--- config.mk ---
export PLATFORM = sky130hd
export DESIGN_NAME = ara_pe_req_queue_flat
export DESIGN_NICKNAME = d
export VERILOG_FILES = /design/src/rtl/ara_pe_req_queue_if.sv /design/src/rtl/ara_pe_req_queue.sv /design/src/flat_wrapper.sv
export SDC_FILE = /design/constraint.sdc
export NUM_CORES = 1
export LEC_CHECK = 0
export BUFFER_PORTS_ARGS = -buffer_cell sky130_fd_sc_hd__buf_2
export CAP_MARGIN = 30
export CORE_MARGIN = 2
export CORE_UTILIZATION = 26
export CTS_CLUSTER_DIAMETER = 50
export DETAILED_ROUTE_END_ITERATION = 10
export PLACE_DENSITY = 0.4
export SLEW_MARGIN = 0
export SYNTH_ARGS = -nofsm -noshare
export SYNTH_HDL_FRONTEND = slang
export SYNTH_SLANG_ARGS = --single-unit
--- constraint.sdc ---
create_clock -name clk_i -period 3.5 [get_ports clk_i]
set_clock_uncertainty 0.1 [all_clocks]
set_input_delay 0.175 -clock clk_i [delete_from_list [all_inputs] [get_ports clk_i]]
set_output_delay 0.175 -clock clk_i [all_outputs]
set_load 0.02 [all_outputs]
--- src/rtl/ara_pe_req_queue_if.sv ---
// Purpose : request/issue/commit signal bundle between the sequencer, one PE queue and its datapath.
// Latency : n/a (wires only).
// Backpressure: pe_req_ready_o toward the sequencer, issue_ready_i from the datapath.
// Ports   : slave = queue view (requests, running set, issue ready and exec done in; ready, issue and done out);
//           master = environment view (mirror of slave).
interface ara_pe_req_queue_if #(
    parameter int unsigned NrVInsn  = 8,
    parameter int unsigned IdWidth  = $clog2(NrVInsn),
    parameter int unsigned VlWidth  = 16,
    parameter int unsigned VfuWidth = 3
);
    logic                pe_req_valid_i;
    logic                pe_req_ready_o;
    logic [IdWidth-1:0]  pe_req_id_i;
    logic [VfuWidth-1:0] pe_req_vfu_i;
    logic [VlWidth-1:0]  pe_req_vl_i;
    logic [NrVInsn-1:0]  pe_req_hazard_i;
    logic [NrVInsn-1:0]  vinsn_running_i;
    logic                issue_valid_o;
    logic                issue_ready_i;
    logic [IdWidth-1:0]  issue_id_o;
    logic [VlWidth-1:0]  issue_vl_o;
    logic                exec_done_i;
    logic [NrVInsn-1:0]  vinsn_done_o;
    logic [NrVInsn-1:0]  vinsn_inflight_o;

    modport slave (
        input  pe_req_valid_i, pe_req_id_i, pe_req_vfu_i, pe_req_vl_i, pe_req_hazard_i,
        input  vinsn_running_i, issue_ready_i, exec_done_i,
        output pe_req_ready_o, issue_valid_o, issue_id_o, issue_vl_o, vinsn_done_o, vinsn_inflight_o
    );

    modport master (
        output pe_req_valid_i, pe_req_id_i, pe_req_vfu_i, pe_req_vl_i, pe_req_hazard_i,
        output vinsn_running_i, issue_ready_i, exec_done_i,
        input  pe_req_ready_o, issue_valid_o, issue_id_o, issue_vl_o, vinsn_done_o, vinsn_inflight_o
    );
endinterface

--- src/rtl/ara_pe_req_queue.sv ---
// Purpose : per-PE in-order request queue; holds entries until their hazard mask clears, issues in order, retires with done pulses.
// Latency : accept->issue_valid 1 cycle (0 with ARA_PE_REQ_QUEUE_BYPASS_EN on an empty, hazard-free queue); exec_done->done pulse 1 cycle.
// Backpressure: pe_req_ready_o = !full from registered occupancy; entries wait at the issue pointer while issue_ready_i is low.
// Ports   : clk_i, rst_ni (async active-low); bus (slave modport of ara_pe_req_queue_if).
// Option  : `define ARA_PE_REQ_QUEUE_BYPASS_EN for same-cycle issue when no un-issued entry is waiting.
module ara_pe_req_queue #(
    parameter int unsigned NrVInsn  = 8,
    parameter int unsigned IdWidth  = $clog2(NrVInsn),
    parameter int unsigned Depth    = 4,
    parameter int unsigned VlWidth  = 16,
    parameter int unsigned VfuWidth = 3,
    parameter int unsigned MyVfu    = 0
) (
    input  logic               clk_i,
    input  logic               rst_ni,
    ara_pe_req_queue_if.slave  bus
);
    localparam int unsigned PtrW = $clog2(Depth);
    localparam logic [NrVInsn-1:0] OneHot0 = NrVInsn'(1);

    // Pointers carry one extra wrap bit so full and empty are distinguishable.
    typedef logic [PtrW:0] ptr_t;

    ptr_t                r_acc, r_iss, r_com;
    logic [IdWidth-1:0]  r_id  [Depth];
    logic [VlWidth-1:0]  r_vl  [Depth];
    logic [NrVInsn-1:0]  r_haz [Depth];
    logic [NrVInsn-1:0]  r_inflight;
    logic [NrVInsn-1:0]  r_done;

    logic [PtrW-1:0]     w_acc_idx, w_iss_idx, w_com_idx;
    logic                w_full;
    logic                w_acc;
    logic                w_pend;
    logic                w_reg_vld;
    logic                w_commit;
    logic                w_iss_fire;
    logic                w_issue_vld;
    logic [IdWidth-1:0]  w_issue_id;
    logic [VlWidth-1:0]  w_issue_vl;
    logic [NrVInsn-1:0]  w_new_haz;
    logic [NrVInsn-1:0]  w_set, w_clr;

    assign w_acc_idx = r_acc[PtrW-1:0];
    assign w_iss_idx = r_iss[PtrW-1:0];
    assign w_com_idx = r_com[PtrW-1:0];

    assign w_full = (r_acc[PtrW] != r_com[PtrW]) && (w_acc_idx == w_com_idx);

    // The in-flight check stops re-capturing a request the sequencer keeps
    // valid while other PEs are still not ready.
    assign w_acc = bus.pe_req_valid_i && !w_full
                && (bus.pe_req_vfu_i == VfuWidth'(MyVfu))
                && !r_inflight[bus.pe_req_id_i];

    // Bits already retired from the running set can never block this entry.
    assign w_new_haz = bus.pe_req_hazard_i & bus.vinsn_running_i;

    assign w_pend    = (r_iss != r_acc);
    assign w_reg_vld = w_pend && (r_haz[w_iss_idx] == '0);
    assign w_commit  = bus.exec_done_i && (r_com != r_iss);

    always_comb begin
        w_issue_vld = w_reg_vld;
        w_issue_id  = r_id[w_iss_idx];
        w_issue_vl  = r_vl[w_iss_idx];
`ifdef ARA_PE_REQ_QUEUE_BYPASS_EN
        // Nothing older waits to issue, so the incoming request may go straight out.
        if (!w_pend && w_acc && (w_new_haz == '0)) begin
            w_issue_vld = 1'b1;
            w_issue_id  = bus.pe_req_id_i;
            w_issue_vl  = bus.pe_req_vl_i;
        end
`endif
    end

    // In bypass the entry is still written, just already past the issue pointer.
    assign w_iss_fire = w_issue_vld && bus.issue_ready_i;

    assign w_set = w_acc    ? (OneHot0 << bus.pe_req_id_i) : '0;
    assign w_clr = w_commit ? (OneHot0 << r_id[w_com_idx]) : '0;

    always_ff @(posedge clk_i or negedge rst_ni) begin
        if (!rst_ni) begin
            r_acc      <= '0;
            r_iss      <= '0;
            r_com      <= '0;
            r_inflight <= '0;
            r_done     <= '0;
        end else begin
            r_acc      <= r_acc + ptr_t'(w_acc);
            r_iss      <= r_iss + ptr_t'(w_iss_fire);
            r_com      <= r_com + ptr_t'(w_commit);
            // Accept never targets an ID still in flight, so set and clear are disjoint.
            r_inflight <= (r_inflight | w_set) & ~w_clr;
            r_done     <= w_clr;
        end
    end

    always_ff @(posedge clk_i or negedge rst_ni) begin
        if (!rst_ni) begin
            for (int i = 0; i < Depth; i++) begin
                r_id[i]  <= '0;
                r_vl[i]  <= '0;
                r_haz[i] <= '0;
            end
        end else begin
            for (int i = 0; i < Depth; i++) begin
                if (w_acc && (PtrW'(i) == w_acc_idx)) begin
                    r_id[i]  <= bus.pe_req_id_i;
                    r_vl[i]  <= bus.pe_req_vl_i;
                    r_haz[i] <= w_new_haz;
                end else begin
                    // Masks only shrink as instructions leave the running set.
                    r_haz[i] <= r_haz[i] & bus.vinsn_running_i;
                end
            end
        end
    end

    assign bus.pe_req_ready_o   = !w_full;
    assign bus.issue_valid_o    = w_issue_vld;
    assign bus.issue_id_o       = w_issue_id;
    assign bus.issue_vl_o       = w_issue_vl;
    assign bus.vinsn_done_o     = r_done;
    assign bus.vinsn_inflight_o = r_inflight;
endmodule

--- src/flat_wrapper.sv ---
// flat-port wrapper written by rule: the top's interface ports become plain ports
module ara_pe_req_queue_flat 
#(
    parameter int unsigned NrVInsn  = 8,
    parameter int unsigned IdWidth  = $clog2(NrVInsn),
    parameter int unsigned Depth    = 4,
    parameter int unsigned VlWidth  = 16,
    parameter int unsigned VfuWidth = 3,
    parameter int unsigned MyVfu    = 0
)
  (clk_i, rst_ni, bus_pe_req_valid_i, bus_pe_req_id_i, bus_pe_req_vfu_i, bus_pe_req_vl_i, bus_pe_req_hazard_i, bus_vinsn_running_i, bus_issue_ready_i, bus_exec_done_i, bus_pe_req_ready_o, bus_issue_valid_o, bus_issue_id_o, bus_issue_vl_o, bus_vinsn_done_o, bus_vinsn_inflight_o);
  ara_pe_req_queue_if #(.NrVInsn(NrVInsn), .IdWidth(IdWidth), .VlWidth(VlWidth), .VfuWidth(VfuWidth)) bus_i ();
  input  logic clk_i;
  input  logic rst_ni;
  input wire logic [$bits(bus_i.pe_req_valid_i)-1:0] bus_pe_req_valid_i;
  input wire logic [$bits(bus_i.pe_req_id_i)-1:0] bus_pe_req_id_i;
  input wire logic [$bits(bus_i.pe_req_vfu_i)-1:0] bus_pe_req_vfu_i;
  input wire logic [$bits(bus_i.pe_req_vl_i)-1:0] bus_pe_req_vl_i;
  input wire logic [$bits(bus_i.pe_req_hazard_i)-1:0] bus_pe_req_hazard_i;
  input wire logic [$bits(bus_i.vinsn_running_i)-1:0] bus_vinsn_running_i;
  input wire logic [$bits(bus_i.issue_ready_i)-1:0] bus_issue_ready_i;
  input wire logic [$bits(bus_i.exec_done_i)-1:0] bus_exec_done_i;
  output wire logic [$bits(bus_i.pe_req_ready_o)-1:0] bus_pe_req_ready_o;
  output wire logic [$bits(bus_i.issue_valid_o)-1:0] bus_issue_valid_o;
  output wire logic [$bits(bus_i.issue_id_o)-1:0] bus_issue_id_o;
  output wire logic [$bits(bus_i.issue_vl_o)-1:0] bus_issue_vl_o;
  output wire logic [$bits(bus_i.vinsn_done_o)-1:0] bus_vinsn_done_o;
  output wire logic [$bits(bus_i.vinsn_inflight_o)-1:0] bus_vinsn_inflight_o;
  assign bus_i.pe_req_valid_i = bus_pe_req_valid_i;
  assign bus_i.pe_req_id_i = bus_pe_req_id_i;
  assign bus_i.pe_req_vfu_i = bus_pe_req_vfu_i;
  assign bus_i.pe_req_vl_i = bus_pe_req_vl_i;
  assign bus_i.pe_req_hazard_i = bus_pe_req_hazard_i;
  assign bus_i.vinsn_running_i = bus_vinsn_running_i;
  assign bus_i.issue_ready_i = bus_issue_ready_i;
  assign bus_i.exec_done_i = bus_exec_done_i;
  assign bus_pe_req_ready_o = bus_i.pe_req_ready_o;
  assign bus_issue_valid_o = bus_i.issue_valid_o;
  assign bus_issue_id_o = bus_i.issue_id_o;
  assign bus_issue_vl_o = bus_i.issue_vl_o;
  assign bus_vinsn_done_o = bus_i.vinsn_done_o;
  assign bus_vinsn_inflight_o = bus_i.vinsn_inflight_o;
  ara_pe_req_queue #(.NrVInsn(NrVInsn), .IdWidth(IdWidth), .Depth(Depth), .VlWidth(VlWidth), .VfuWidth(VfuWidth), .MyVfu(MyVfu)) u_core (.clk_i(clk_i), .rst_ni(rst_ni), .bus(bus_i));
endmodule
Word-level counts from Yosys, hierarchy flattened --
Index checks and enable logic that the tools add are counted.
Storage, ports and cells: register bits after elaboration 133, RAM bits 0, bits of input ports 43, output and inout port bits 37, bits in read-only memories 0, latch bits 0, logic and storage cells 78, memories 0
Cells by class: magnitude comparators 3, $add $sub $neg 3, equal/unequal tests 7, multiplexer cells 20, divide/modulo/power cells 0, reductions and logical operators 16, multiply operators 0, bitwise gates (word level) 10, shift-type cells 2
Operators with widths (count):
- $mux 8 | 8
- $and 8x8->8 | 6
- $bmux 16 s2 | 1
- $mux 16 | 2
- $bmux 8 s2 | 1
- $shl 1x3->8 const A | 2
- $bmux 3 s2 | 2
- $mux 3 | 4
- $logic_and 1x1->1 | 11
- $add 3x1->3 | 3
- $logic_not 8->1 | 1
- $not 8->8 | 1
- $or 8x8->8 | 1
- $ge 3x3->1 const B | 2
- $ne 3x3->1 | 2
- $not 2->3 | 2
- $eq 2x2->1 const A | 2
- $lt 3x4->1 const B | 1
- $bmux 1 s3 | 1
- $logic_not 3->1 | 1
- $eq 1x2->1 const A | 1
- $eq 2x2->1 | 1
- $logic_not 1->1 | 2
- $logic_not 2->1 | 1
- other kinds (2) | 2

Longest topological paths before layout --
Gate-level depths: netlist of run 1.
depth after elaboration 9, depth in mapped cells 8, mapped depth without buffers 7

Worst setup path before layout of run 1 --
No wires, ideal clock.
path type reg-to-reg, start point register u_core.r_iss[0], end point register u_core.r_iss[2], setup time 127 ps, data arrival time 1916 ps, buffers on the path 2, required time 3273 ps, period minus slack after synthesis 2143 ps, cell stages (with the launch flop) 9, path slack 1357 ps, cell sequence dfrtp_1 -> clkbuf_1 -> buf_2 -> o21ai_0 -> and4b_1 -> o21a_1 -> ha_1 -> ha_1 -> xor2_1
Between the ends: word-level cells in the longest chain between the ends 8, elaborated cells on any way between the ends 9, those cells by class add/sub: 1; eq/ne: 1; mux: 3; bitwise: 1; reduce/logical: 3
RTL lines:
- start, declared | line ara_pe_req_queue.sv:24 | ptr_t r_acc, r_iss, r_com;
- start signal, assigned | line ara_pe_req_queue.sv:92 | r_iss <= r_iss + ptr_t'(w_iss_fire);
- $not 2->3 (implied by the code) | line ara_pe_req_queue.sv:60 | assign w_reg_vld = w_pend && (r_haz[w_iss_idx] == '0);
- $bmux 8 s2 | line ara_pe_req_queue.sv:60
- $mux 8 (implied by the code) (2 in a row) | line ara_pe_req_queue.sv:60
- $logic_not 8->1 | line ara_pe_req_queue.sv:60
- $logic_and 1x1->1 | line ara_pe_req_queue.sv:60
- $logic_and 1x1->1 | line ara_pe_req_queue.sv:78 | assign w_iss_fire = w_issue_vld && bus.issue_ready_i;
- $add 3x1->3 * | line ara_pe_req_queue.sv:92
Mark *: on every way between the ends. The rest lies on a longest branch, timed or not. The select of a mux whose other input is x is not followed. A chain may end at the register's enable or synchronous reset.

Worst setup path after layout of run 1 --
start point register u_core.r_iss[0], end point output port bus_issue_valid_o
Between the ends: word-level cells in the longest chain between the ends 6, elaborated cells on any way between the ends 7, those cells by class eq/ne: 1; mux: 3; bitwise: 1; reduce/logical: 2
RTL lines:
- $not 2->3 (implied by the code) | line ara_pe_req_queue.sv:60
- $bmux 8 s2 | line ara_pe_req_queue.sv:60
- $mux 8 (implied by the code) (2 in a row) | line ara_pe_req_queue.sv:60
- $logic_not 8->1 | line ara_pe_req_queue.sv:60
- $logic_and 1x1->1 * | line ara_pe_req_queue.sv:60
- end, declared | line flat_wrapper.sv:24 | output wire logic [$bits(bus_i.issue_valid_o)-1:0] bus_issue_valid_o;
Marks and branches as above.

==> run metrics, run 1 <==
status=completed; root buf cell=clkbuf_16; Total Routed Length=14.5 mm; Static Leak=3.55 nW; initial antenna violation count=0; ant diodes=0; register bit count reported by yosys=133; Final Hold Violating Endpoints=0; wire length on met3=609 um; Layout fillers=2,257; Final ANT Viol Nets=0; sequential area share after synthesis=54.8%; vias per cell=4.42; Residual DRC=0; clk slew on worst S/H paths=0.06 ns; Post-synth EDFFs=0; share of cells above drive strength 1=40.7%; total CTS buffers=17; Tightest Pin Transition=0.927 ns; Slew headroom=38.2%; Final Cycle Share=78.8%; ys async rst share=100%; slowest CP cell=dfrtp_2; Area Growth Syn to Fin=28.6%; total track usage=12.8%; DPL Wire Length=9.70 mm; Worst setup EP type=output pin; # rows=55; CTS tree=done; Die Wd=157 um; Core Box Area=22,800 um^2; commonest non-fill, non-tap cell in the layout=dfrtp_1; top_reg_cell synth=dfrtp_1; die area=24,600 um^2; fin crit period=2.76 ns; Synth warnings=0; critical path peak fanout=27; first-pass GRT wire length=23.7 mm; worst min path class=primary input to flop; chip height=157 um; Slew Limit Fails=0; Yosys top cell area share=54.8%; fin nets=592; critical-path cell list=xnor2_1 -> nand3_1 -> and4b_1 -> or2_2 -> buf_2; area leader, netlist=dfrtp_1; fmax=362 MHz; H-tree levels=4; # IOs=80; Mapped Nets=472; maximum root-to-sink buffer count=2; CP arrival=2.48 ns; most frequent cells in the layout=dfrtp_1, buf_2, mux2_2; PD cells=790 nW/um^2; CTS Sinks=133; R2R cell count=5; CP Launch Type=flop; Max Cap Viol=0; CP delay by family, top=flip-flops; hold path depth=3; Highest Signal Layer=met4; Crit path buffers/inverters=1; number of setup buffers added after CTS=0; crit path kind=flop to output pin; PortBufs=79; number of global-route vias before repair=4,178; GRT overflow=0; met1 wire length=6.87 mm; post-synth cell types=42; 1st-iter DRT viols=166; Starting Density=26.7%; largest net degree at the start of global routing=58; crit-path max cell delay=0.98 ns; synthesized area per cell=14.4 um^2; Setup violations, final=0; final hold slack=0.00625 ns; Worst EP required=3.22 ns; RSZ-0062 raised after global routing=false; Synth Instances=423; wire per inst=16.7 um; CP Depth=5; DR vias=3,837; final RePlAce weighted congestion=0.739; TNS Setup=0 ns; met2 wire length=6.83 mm; Netlist Area Pre-Place=6070 um^2; maximum VDD drop=0.307 mV; Pre-antenna DRT Iters=4; Synth area leaders=dfrtp_1, mux2_2, mux4_2, mux2i_1, mux2_4; Clock Latency Late Sink=0.42 ns
[sequential cells by signal, summed over array words and instances, names as in the netlist]
| name | cells |
|---|---|
| u_core.bus.vinsn_done_o | 8 |
| u_core.bus.vinsn_inflight_o | 8 |
| u_core.r_acc | 3 |
| u_core.r_com | 3 |
| u_core.r_haz | 32 |
| u_core.r_id | 12 |
| u_core.r_iss | 3 |
| u_core.r_vl | 64 |
[synthesized netlist by cell type, drive strengths merged, types with 6 or more instances]
library cell / number
buf: 16
mux2i: 36
xnor2: 8
ha: 6
a31oi: 6
mux4: 22
a21oi: 9
nor2: 18
mux2: 76
dfrtp: 133
xor2: 9
nand2: 42
[stage by stage]
stage	total power, mW	area, um^2	worst slack, ns	utilization (%)	std cells
after global routing	6.57	7810	0.520	34.3	868
after global placement	4.33	6870	0.830	30.2	804
after CTS	6.28	7810	0.690	34.3	868
final	6.17	7810	0.741	34.3	868
after detailed placement	4.37	6870	0.792	30.2	804
after floorplan	3.76	6070	1.36	-	423
[area by class of cell]
cell class	instances	area, um^2	area share, %
repair buffers	120	851	10.9
inverters	1	3.75	0.0481
multi-input cells	270	2630	33.6
clock inverters	12	154	1.97
flip-flops and latches	133	3330	42.6
clock buffers	19	453	5.80
well taps	313	392	5.01
[where the power goes]
part,switching (mW),internal [mW]
logic,0.908,0.996
clock network,0.687,1.15
registers,0.448,1.98
[logic make-up after synthesis]
logic type / synth area share (%)
xor+xnor: 2.45
fa+ha+maj: 1.24
compound gates: 3.73
simple gates: 6.55
buf+inv: 2.31
flops: 54.8
mux: 28.9
[worst register-to-register path, cell delays in order (launching register included)]
cell,delay [ns]
dfrtp_1,0.63
xor2_1,0.27
o311ai_0,0.26
a21oi_4,0.49
mux2i_1,0.23
dlygate4sd3_1,0.56
[repair_timing]
action / in CTS / in global routing
gates resized for setup: 0 / 0
hold buffers: 33 / 0
endpoints found under the setup margin: 0 / 0
hold endpoints to repair: 144 / 0
[final timing paths]
| kind | start | end | slack [ns] |
|---|---|---|---|
| min in group asynchronous | rst_ni | u_core.bus.vinsn_done_o[7] | 0.23 |
| setup reg to reg | u_core.r_com[0] | u_core.r_haz[20] | 0.91 |
| hold / removal | bus_pe_req_hazard_i[3] | u_core.r_haz[19] | 0.006 |
| max in group asynchronous | rst_ni | u_core.r_vl[5] | 2.22 |
| hold reg to reg | u_core.r_vl[25] | u_core.r_vl[25] | 0.40 |
| setup / recovery | u_core.r_iss[0] | bus_issue_valid_o | 0.74 |
[layer usage]
layer / up-vias / GRT usage (%)
met3: 11 / 2.91
met4: 0 / 4.46
met2: 73 / 20.3
met1: 1963 / 17.3
met5: - / 0
li1: 1790 / -
Note: power is estimated with default switching activity, not from simulation.
==> run 2: changes to the inputs <==
clock period = 2.9 ns   (was 3.5 ns; I/O delays follow)
==> run metrics, run 2 (synthesized netlist as in run 1, its figures left out) <==
status=completed; first-pass GRT wire length=24.3 mm (+2.5%); chip height=157 um (unchanged); Core Box Area=22,800 um^2 (unchanged); Worst Hold Path EP=u_core.r_iss[0]; number of global-route vias before repair=4,200 (+0.53%); Post-CTS Hold Buffers=40 (+21%); # IOs=80 (unchanged); wire per inst=17.2 um (+2.7%); maximum VDD drop=0.437 mV (+42%); Max Cap Viol=0 (unchanged); Static Leak=3.62 nW (+1.9%); design area=7920 um^2 (+1.4%); Reg2Reg Setup Slack=0.32 ns (-0.59 ns); DR vias=3,918 (+2.1%); CP Launch Type=flop; total CTS buffers=17 (unchanged); commonest non-fill, non-tap cell in the layout=dfrtp_1; RR Startpoint=u_core.r_com[0]; Slew Limit Fails=0 (unchanged); CP arrival=2.78 ns (+0.30 ns); FF/Latch Area=3330 um^2 (unchanged); HP Start=bus_issue_ready_i; Layout fillers=2,252 (-0.22%); Starting Density=26.7% (unchanged); vias per cell=4.44 (+0.38%); ant diodes=0 (unchanged); root buf cell=clkbuf_16; number of setup buffers added after CTS=0 (unchanged); share of total power in sequential cells=38.4% (-0.9 points); DP Area=6910 um^2 (+0.58%); die area=24,600 um^2 (unchanged); internal power=4.96 mW (+20%); clock power share=29.5% (-0.3 points); CTS Sinks=133 (unchanged); fin crit period=2.58 ns; fin nets=606 (+2.4%); critical path peak fanout=22 (-19%); Final Hold Violating Endpoints=0 (unchanged); 1st-iter DRT viols=196 (+18%); fmax=388 MHz; total track usage=13.2% (+0.34 points); H-tree levels=4 (unchanged); Die Wd=157 um (unchanged); Net Sw Frac=33.5% (+0.37 points); post-CTS sizing=0 (unchanged); Residual DRC=0 (unchanged); Clock Latency Late Sink=0.42 ns (about the same); crit-path max cell delay=0.60 ns (-0.38 ns); power share of the combinational group=32.1% (+1.3 points); clk slew on worst S/H paths=0.06 ns (about the same); Tightest Pin Transition=0.728 ns (-0.200 ns); RSZ-0062 raised after global routing=false; CTS tree=done; Slew headroom=51.5% (+13 points); Final Cycle Share=89.0%; hold path depth=3 (unchanged); maximum root-to-sink buffer count=2 (unchanged); TNS Setup=0 ns (unchanged); Area Growth Syn to Fin=30.4%; most frequent cells in the layout=dfrtp_1, buf_2, mux2_2; crit path kind=flop to flop; max reg flops=64 (unchanged); largest net degree at the start of global routing=54 (-6.9%); final total power=7.46 mW (+21%); NetSw=2.50 mW (+22%); initial antenna violation count=0 (unchanged); Reg with most FFs=u_core.r_vl; GRT overflow=0 (unchanged); multi-input logic area=2630 um^2 (unchanged); Worst EP required=3.10 ns (-0.12 ns); share of cells above drive strength 1=41.1% (+0.33 points); Setup violations, final=0 (unchanged); final RePlAce weighted congestion=0.738 (about the same); R2R cell count=6 (+1); Pre-antenna DRT Iters=6 (+2); PD cells=942 nW/um^2 (+19%); Worst setup EP type=flop; worst min path class=primary input to flop; R2R Path End=u_core.r_haz[9]; critical-path cell list=xor2_1 -> o311ai_0 -> a21oi_4 -> buf_12 -> mux2i_1 -> dlygate4sd3_1; Final ANT Viol Nets=0 (unchanged); DPL Wire Length=10.0 mm (+3.3%); PortBufs=79 (unchanged); slowest CP cell=o311ai_0; top flop regs=u_core.r_vl x64, u_core.r_haz x32, u_core.r_id x12; Total Routed Length=15.1 mm (+4.4%); # rows=55 (unchanged)
-- run 2: per-stage QoR --
step / cells / util [%] / hold slack (ns) / setup slack [ns]
after floorplan: 423 / - / -0.251 / 0.757
after global placement: 811 / 30.3 / 0.144 / 0.625
after detailed placement: 811 / 30.3 / 0.147 / 0.591
after CTS: 883 / 34.8 / 0.000234 / 0.295
after global routing: 883 / 34.8 / 0.00415 / 0.159
final: 883 / 34.8 / 0.00140 / 0.319
-- run 2: final cells by class --
cell class / count / area share, %
flip-flops and latches: 133 / 42.1
multi-input cells: 270 / 33.2
repair buffers: 134 / 12.1
clock buffers: 21 / 6.07
well taps: 313 / 4.95
clock inverters: 11 / 1.56
inverters: 1 / 0.0474
-- run 2: power groups by stage --
stage	combinational [mW]	clock, mW	sequential, mW
global placement	2.36	0	2.89
detailed placement	2.40	0	2.90
finish	2.40	2.20	2.87
global route	2.62	2.36	2.96
floorplan	1.81	0	2.72
CTS	2.43	2.26	2.88
-- run 2: worst max-delay path, delay by kind of cell, from the launching register on --
kind | cells | cell delay [ns]
flip-flops | 1 | 0.52
multiplexers | 1 | 0.13
AO/OA/AOI/OAI | 2 | 0.69
buffers and inverters | 2 | 0.76
XOR/XNOR | 1 | 0.24
-- run 2: worst max-delay path by stage --
stage	startpoint	endpoint	slack, ns	depth (start not counted)
6_report	u_core.r_com[0]	u_core.r_haz[9]	0.32	6
3_3_place_gp	bus_pe_req_vfu_i[1]	u_core.r_vl[3]	0.63	6
3_5_place_dp	bus_pe_req_vfu_i[1]	u_core.r_vl[6]	0.59	6
5_1_grt	u_core.r_com[0]	u_core.r_haz[9]	0.16	6
4_1_cts	u_core.r_com[0]	u_core.r_haz[9]	0.29	6
2_1_floorplan	u_core.r_iss[0]	u_core.r_iss[2]	0.76	8
-- run 2: metal layers --
| metal | part of all wire, % | GRT usage, % | routed length [um] | vias to the layer above |
|---|---|---|---|---|
| li1 | - | - | - | 1812 |
| met1 | 48 | 17.6 | 7310 | 2025 |
| met3 | 3.9 | 3.57 | 594 | 12 |
| met2 | 47 | 21.0 | 7070 | 69 |
| met4 | 1.1 | 3.71 | 166 | 0 |
| met5 | 0 | 0 | 0 | - |
